`src/rtl/div_pkg.sv`:
```
// Shared types and sizing for the sequential divider.
package div_pkg;
    localparam int DIV_WIDTH = 32;
    localparam int CNT_W     = $clog2(DIV_WIDTH + 1);

    typedef enum logic [1:0] {IDLE, CALC, DONE} state_t;

    function automatic int cnt_width(input int w);
        return $clog2(w + 1);
    endfunction
endpackage

```
`src/rtl/div_step.sv`:
```
// One restoring-division iteration: shift the next dividend bit in, trial subtract.
module div_step #(
    parameter int WIDTH = 32
) (
    input  logic [WIDTH:0]   rem,
    input  logic [WIDTH-1:0] quo,
    input  logic [WIDTH-1:0] dmag,
    output logic [WIDTH:0]   rem_nx,
    output logic [WIDTH-1:0] quo_nx
);
    logic [WIDTH:0] r_sh;
    logic           ge;

    // The quotient register doubles as the dividend shifter; its MSB feeds the remainder.
    assign r_sh   = {rem[WIDTH-1:0], quo[WIDTH-1]};
    assign ge     = rem[WIDTH] | (r_sh >= {1'b0, dmag});
    assign rem_nx = ge ? r_sh - {1'b0, dmag} : r_sh;
    assign quo_nx = {quo[WIDTH-2:0], ge};
endmodule

```
`src/rtl/seq_divider.sv`:
```
// Fixed-latency radix-2 restoring divider with a dividend/divisor/dout stream interface.
module seq_divider
    import div_pkg::*;
#(
    parameter int WIDTH  = DIV_WIDTH,
    parameter bit SIGNED = 1'b1
) (
    input  logic               clk,
    input  logic               rst_n,
    input  logic               s_axis_dividend_tvalid,
    input  logic [WIDTH-1:0]   s_axis_dividend_tdata,
    input  logic               s_axis_divisor_tvalid,
    input  logic [WIDTH-1:0]   s_axis_divisor_tdata,
    output logic               m_axis_dout_tvalid,
    output logic [2*WIDTH-1:0] m_axis_dout_tdata,
    output logic               busy
);
    localparam int CW = cnt_width(WIDTH);

    state_t           state;
    logic [CW-1:0]    cnt;
    logic [WIDTH:0]   rem;
    logic [WIDTH-1:0] quo, dmag, dvd;
    logic             q_neg, r_neg, div0, ovf;

    logic [WIDTH:0]   rem_nx;
    logic [WIDTH-1:0] quo_nx;
    logic             a_neg, b_neg;
    logic [WIDTH-1:0] a_mag, b_mag, q_fin, r_fin;

    div_step #(.WIDTH(WIDTH)) u_step (
        .rem    (rem),
        .quo    (quo),
        .dmag   (dmag),
        .rem_nx (rem_nx),
        .quo_nx (quo_nx)
    );

    // Magnitudes stay WIDTH-bit unsigned so the most negative value maps to 2^(W-1).
    assign a_neg = SIGNED && s_axis_dividend_tdata[WIDTH-1];
    assign b_neg = SIGNED && s_axis_divisor_tdata[WIDTH-1];
    assign a_mag = a_neg ? -s_axis_dividend_tdata : s_axis_dividend_tdata;
    assign b_mag = b_neg ? -s_axis_divisor_tdata  : s_axis_divisor_tdata;

    // Final result is formed from the last iteration's outputs on the CALC->DONE edge.
    always_comb begin
        q_fin = q_neg ? -quo_nx : quo_nx;
        r_fin = r_neg ? -rem_nx[WIDTH-1:0] : rem_nx[WIDTH-1:0];
        if (div0) begin
            q_fin = '1;
            r_fin = dvd;
        end else if (ovf) begin
            q_fin = dvd;
            r_fin = '0;
        end
    end

    always_ff @(posedge clk or negedge rst_n) begin
        if (!rst_n) begin
            state              <= IDLE;
            cnt                <= '0;
            rem                <= '0;
            quo                <= '0;
            dmag               <= '0;
            dvd                <= '0;
            q_neg              <= 1'b0;
            r_neg              <= 1'b0;
            div0               <= 1'b0;
            ovf                <= 1'b0;
            busy               <= 1'b0;
            m_axis_dout_tvalid <= 1'b0;
            m_axis_dout_tdata  <= '0;
        end else begin
            case (state)
                IDLE: begin
                    if (s_axis_dividend_tvalid && s_axis_divisor_tvalid) begin
                        dvd   <= s_axis_dividend_tdata;
                        dmag  <= b_mag;
                        quo   <= a_mag;
                        rem   <= '0;
                        cnt   <= '0;
                        q_neg <= a_neg ^ b_neg;
                        r_neg <= a_neg;
                        div0  <= (s_axis_divisor_tdata == '0);
                        ovf   <= SIGNED
                                 && (s_axis_dividend_tdata == {1'b1, {(WIDTH-1){1'b0}}})
                                 && (s_axis_divisor_tdata == '1);
                        busy  <= 1'b1;
                        state <= CALC;
                    end
                end
                CALC: begin
                    rem <= rem_nx;
                    quo <= quo_nx;
                    cnt <= cnt + 1'b1;
                    if (cnt == CW'(WIDTH - 1)) begin
                        m_axis_dout_tdata  <= {q_fin, r_fin};
                        m_axis_dout_tvalid <= 1'b1;
                        state              <= DONE;
                    end
                end
                DONE: begin
                    m_axis_dout_tvalid <= 1'b0;
                    busy               <= 1'b0;
                    state              <= IDLE;
                end
                default: state <= IDLE;
            endcase
        end
    end
endmodule
```
`config.mk`:
```
export PLATFORM = sky130hd
export DESIGN_NAME = seq_divider
export DESIGN_NICKNAME = d
export VERILOG_FILES = /design/src/rtl/div_pkg.sv /design/src/rtl/div_step.sv /design/src/rtl/seq_divider.sv
export SDC_FILE = /design/constraint.sdc
export NUM_CORES = 1
export LEC_CHECK = 0
export ABC_AREA = 1
export ABC_CLOCK_PERIOD_IN_PS = 4500
export BUFFER_PORTS_ARGS = -buffer_cell sky130_fd_sc_hd__buf_2
export CAP_MARGIN = 10
export CORE_MARGIN = 4
export CORE_UTILIZATION = 50
export DETAILED_ROUTE_END_ITERATION = 7
export PLACE_DENSITY = 0.73
export REMOVE_ABC_BUFFERS = 1
export SLEW_MARGIN = 0
export SYNTH_ARGS = -nofsm -noshare
export SYNTH_HDL_FRONTEND = slang
export SYNTH_SLANG_ARGS = --single-unit
```
`constraint.sdc`:
```
create_clock -name clk -period 4.5 [get_ports clk]
set_clock_uncertainty 0.1 [all_clocks]
set_input_delay 0 -clock clk [delete_from_list [all_inputs] [get_ports clk]]
set_output_delay 0 -clock clk [all_outputs]
set_load 0.05 [all_outputs]
```
; Word level (Yosys, flattened, before mapping)
; Cells that the tools add are included.
[word_totals]
reg_bits = 207
in_bits = 68
output_inout_bits = 66
[op_classes]
addsub = 6
eq_ne = 7
reduce_logical = 13
bitwise_logic = 2
mux = 22
magnitude_cmp = 1
[ops]
columns = operator, n
row1 = $mux W32, 9
row2 = $neg A32 Y32, 4
row3 = $mux W33, 2
row4 = $pmux W33 S2, 1
row5 = $eq A32 B32 Y1 const B, 2
row6 = $pmux W32 S2, 1
row7 = $ge A33 B32 Y1, 1
row8 = $sub A33 B32 Y33, 1
row9 = $logic_not A32 Y1, 1
row10 = $pmux W6 S2, 1
row11 = $reduce_and A2 Y1, 6
row12 = $add A6 B1 Y6 const B, 1
row13 = $eq A6 B5 Y1 const B, 1
row14 = $mux W6, 1
row15 = $reduce_bool A2 Y1, 3
row16 = $mux W2, 2
row17 = $ne A2 B2 Y1 const B, 2
row18 = $pmux W1 S2, 2
row19 = $pmux W2 S2, 1
row20 = $eq A2 B1 Y1 const B, 1
row21 = $eq A2 B2 Y1 const B, 1
row22 = $logic_and A1 B1 Y1, 2
row23 = $logic_not A2 Y1, 1
row24 = $mux W1, 2
row25 = 2 further kinds, 2

; Depth between registers and ports, before layout
[depth]
depth_word = 7
mapped_depth = 27
depth_no_buf = 25

; Hierarchy
; Synthesis repeated with hierarchy kept, for this count alone.
[unflattened]
hier_cells = 2410
area_unflattened_um2 = 15770.1
[by_module_without_submodules]
columns = module, area_per_inst_um2, instances, cells_each
row1 = seq_divider, 12218.0, 1, 1666
row2 = div_step, 3552.2, 1, 744

; Worst setup path before layout
; No wires, ideal clock.
[synth_timing]
path_type = reg2reg
from = register rem[3]
to = register m_axis_dout_tdata[58]
period_less_slack_ns = 3.785
t_required_ns = 4.278
stages_incl_launch_ff = 26
setup_slack_ns = 0.715
arrival_ns = 3.563
cell_sequence = dfrtp_1 ha_1 nand2_1 nand2_1 inv_2 nand2_1 nand2_1 nand3_2 nand2_1 nand3_2 a21oi_1 buf_2 buf_6 ha_1 nand3_1 nor3_1 nand3_1 nor2_1 nand4_1 nand2_1 o21ai_0 nor2_1 o21ai_0 or2_2 nand3_1 a2bb2oi_1
[synth_between]
elab_chain_cells = 6
[synth_rtl]
columns = element, line
row1 = start: declaration, seq_divider.sv:22  ; logic [WIDTH:0] rem;
row2 = start signal: assignment, seq_divider.sv:93  ; rem <= rem_nx;
row3 = $ge A33 B32 Y1, div_step.sv:16  ; assign ge = rem[WIDTH] | (r_sh >= {1'b0, dmag});
row4 = $or A1 B1 Y1, div_step.sv:16
row5 = $neg A32 Y32, seq_divider.sv:47  ; q_fin = q_neg ? -quo_nx : quo_nx;
row6 = $mux W32, seq_divider.sv:47
row7 = $mux W32, seq_divider.sv:52  ; end else if (ovf) begin
row8 = $mux W32, seq_divider.sv:49  ; if (div0) begin
row9 = end signal: assignment, seq_divider.sv:97  ; m_axis_dout_tdata <= {q_fin, r_fin};
row10 = end: declaration, seq_divider.sv:15  ; output logic [2*WIDTH-1:0] m_axis_dout_tdata,
; No other way between the ends.
; A chain may end at the register's enable or synchronous reset.

; Worst setup path after layout
[layout_timing]
from = register rem[7]
to = register m_axis_dout_tdata[58]
; The elaborated chain is that of the path after synthesis.

==> run_results.csv <==
group,metric,value,unit
outcome,outcome,"finished with violations",
outcome,violations,"hold timing",
placement,numPortBuffers,133,
floorplan,rows,62,
worst_setup_path,rrSetupSlack,0.34,ns
final_layout,n_antenna_cell,0,
floorplan,ios,134,
detailed_routing,wl_met1,21.8,mm
detailed_routing,routed.top_layer,"met4",
detailed_routing,drt_pass1_iterations,6,
worst_hold_path,worstHoldPathType,"in -> async",
floorplan,dieArea,31800,um^2
worst_setup_path,crit_path_end_kind,"register",
final_layout,syn_to_final_growth,18.7,%
worst_setup_path,r2r-end,"m_axis_dout_tdata[58]",
synthesis,synth_most_common_cell,"nand2_1",
sta,fin_crit_sh,0.925,
worst_setup_path,max_stage_delay,0.39,ns
synthesis,synth.distinct_cells,50,
synthesis,synthArstFlopShare,1.00,
sta,hold_viol_final,8,
synthesis,ys_top_cells_by_count,"558 x nand2_1, 258 x inv_1, 206 x dfrtp_1",
detailed_routing,avgRoutedWirePerCell,18.2,um
clock_network,clk_pin_slew,0.06,ns
worst_setup_path,slowest_stage,"dfrtp_1",
detailed_routing,wl_met2,22.1,mm
grt,overflow,0,
clock_network,cts.sinks,206,
sta,slew_viol_final,0,
sta,period_needed,4.16,ns
worst_setup_path,critical_path.most_common_cell,"nand2_1",
synthesis,synth_warnings,0,
job,maxCapViolCount,0,
grt,first_global_vias,14400,
final_layout,fin_nets,2390,
placement,gp_congestion,0.976,
synthesis,syn_area,14500,um^2
grt,grt_max_degree,117,
clock_network,clk_latency,0.53,ns
synthesis,yosysSeqAreaShare,0.355,
detailed_routing,drt-total-wl,48.9,mm
floorplan,coreArea,28700,um^2
placement,hpwl,35.1,mm
clock_network,ctsHtreeMaxLevel,1,
worst_setup_path,timing.rr.start,"rem[7]",
clock_network,cts_tree,"yes",
synthesis,ys_seq_elements,206,
detailed_routing,ant_nets,0,
synthesis,synth_area_per_cell,6.95,um^2
sta,worstMarginPinSlew,0.834,ns
detailed_routing,vias,15100,
clock_network,root_buffer,"clkbuf_16",
synthesis,synth_top_cell_area_share,0.355,
worst_setup_path,path_cells,"ha_1 -> nand2_1 -> nand2_1 -> inv_1 -> nand2_1 -> clkinv_1 -> nand3_2 -> nand2_1 -> nand3_2 -> a21oi_4 -> ha_1 -> nand3_1 -> nor3_2 -> nand3_1 -> nor2_4 -> nand4_1 -> nand2_1 -> o21ai_0 -> nor2_1 -> o21ai_1 -> or2_2 -> nand3_1 -> a2bb2oi_1",
floorplan,initial_core_util,0.506,
worst_setup_path,ff2ff_path_depth,23,
worst_setup_path,worstPathRequired,4.81,ns
grt,antenna_found_initial,0,
grt,grt_usage,0.301,
synthesis,syn_inst,2090,
final_layout,drive_above_1_share,0.124,
worst_setup_path,path_max_fanout,4,
sta,relSlewSlack,0.444,
synthesis,synthTopCellsByArea,"dfrtp_1 35%, nand2_1 14%, inv_1 6.7%",
worst_setup_path,crit_path_start_kind,"register",
detailed_routing,drc,0,
worst_setup_path,worst_ep_arrival_time,4.47,ns
clock_network,clk_path_buf_depth,3,
sta,setup_viol,0,
detailed_routing,drt_iter0_drc,1572,
synthesis,synth_edf_count,0,
clock_network,numCtsBuffers,25,
grt,grt_pass1_wl,76.4,mm
floorplan,die_y,178,um
sta,fmax,240,MHz
worst_setup_path,critical_path_class,"reg -> reg",
detailed_routing,met3WireLength,3.15,mm
synthesis,synth_top_cell_by_area,"dfrtp_1",
final_layout,fin_util,0.601,
sta,holdWs,-0.0315,ns
floorplan,fp.dieW,178,um
sta,rsz0062_at_grt,"false",
synthesis,ys.flop_type,"dfrtp_1",
detailed_routing,viasPerCell,5.64,
[sequential cells by signal (all words and copies together) (netlist names), 2 cells and up]
signal and flops:
cnt 6, dmag 32, dvd 32, m_axis_dout_tdata 64, quo 32, rem 33, state 2
[what timing repair did]
item                                    CTS  global route
hold buffers                             91             0
endpoints found under the setup margin    0             5
endpoints found under the hold margin   189             0
gates resized for setup                   0             5
buffers inserted                          0             1
[layout make-up]
class	count	area, um^2
Inverter	266	1000
Fill cell	2729	11500
Tap cell	384	480
Multi-Input combinational cell	1536	8040
Clock inverter	9	103
Sequential cell	206	5150
Clock buffer	34	689
Timing Repair Buffer	248	1780
[layer usage]
layer,global-route usage,vias up
met4,0.108,0
met3,0.0307,106
met1,0.428,7100
li1,-,7283
met2,0.477,636
met5,0,-
[cell usage in the layout (no fill, tap or decap), types with 46 or more instances in the layout]
cell	Yosys	routed
nand2_1	558	557
a2bb2oi_1	46	46
a21oi_1	118	117
nand3_1	129	129
dlygate4sd3_1	0	91
nor2_1	166	162
inv_1	258	257
dfrtp_1	206	206
buf_2	6	132
xor2_1	54	54
o21ai_0	143	142
[worst max-delay path by stage]
| stage | start | end | cells after the start |
|---|---|---|---|
| global placement | rem[3] | m_axis_dout_tdata[58] | 23 |
| detailed placement | rem[7] | m_axis_dout_tdata[58] | 23 |
| CTS | rem[7] | m_axis_dout_tdata[58] | 23 |
| global route | rem[5] | m_axis_dout_tdata[62] | 23 |
| finish | rem[7] | m_axis_dout_tdata[58] | 23 |
| floorplan | state[0] | ovf | 6 |
[critical path: cells and delay by family (launching register included)]
kind / cells / cell delay (ns)
adder cells (fa/ha/maj): 2 / 0.61
buffers and inverters: 2 / 0.12
AO/OA/AOI/OAI: 4 / 0.69
AND/OR/NAND/NOR: 15 / 2.13
flip-flops: 1 / 0.39
[cells by family (layout without fill, tap and decap cells)]
group           count (synthesis)  count (layout)  share of synthesized area
xor+xnor                       70              70                     0.0422
buf+inv                       348             557                     0.0944
flops                         206             206                      0.355
simple gates                  997             997                      0.293
compound gates                430             430                      0.181
fa+ha+maj                      39              39                     0.0341
[through the flow]
step	hold slack, ns	worst slack [ns]	TNS, ns	instances	cell area, um^2
finish	-0.0315	0.336	0	2683	17200
detailed placement	0.0202	0.107	0	2548	15500
CTS	0.0259	0.0748	0	2682	17200
global route	0.0782	0.000491	0	2683	17200
floorplan	-0.396	-1.97	-209.50	2008	14200
global placement	0.0179	0.246	0	2548	15500
Power is left out: the tool's default activity adds up to more than one toggle a clock period on the data nets, which glitch-free logic cannot reach.
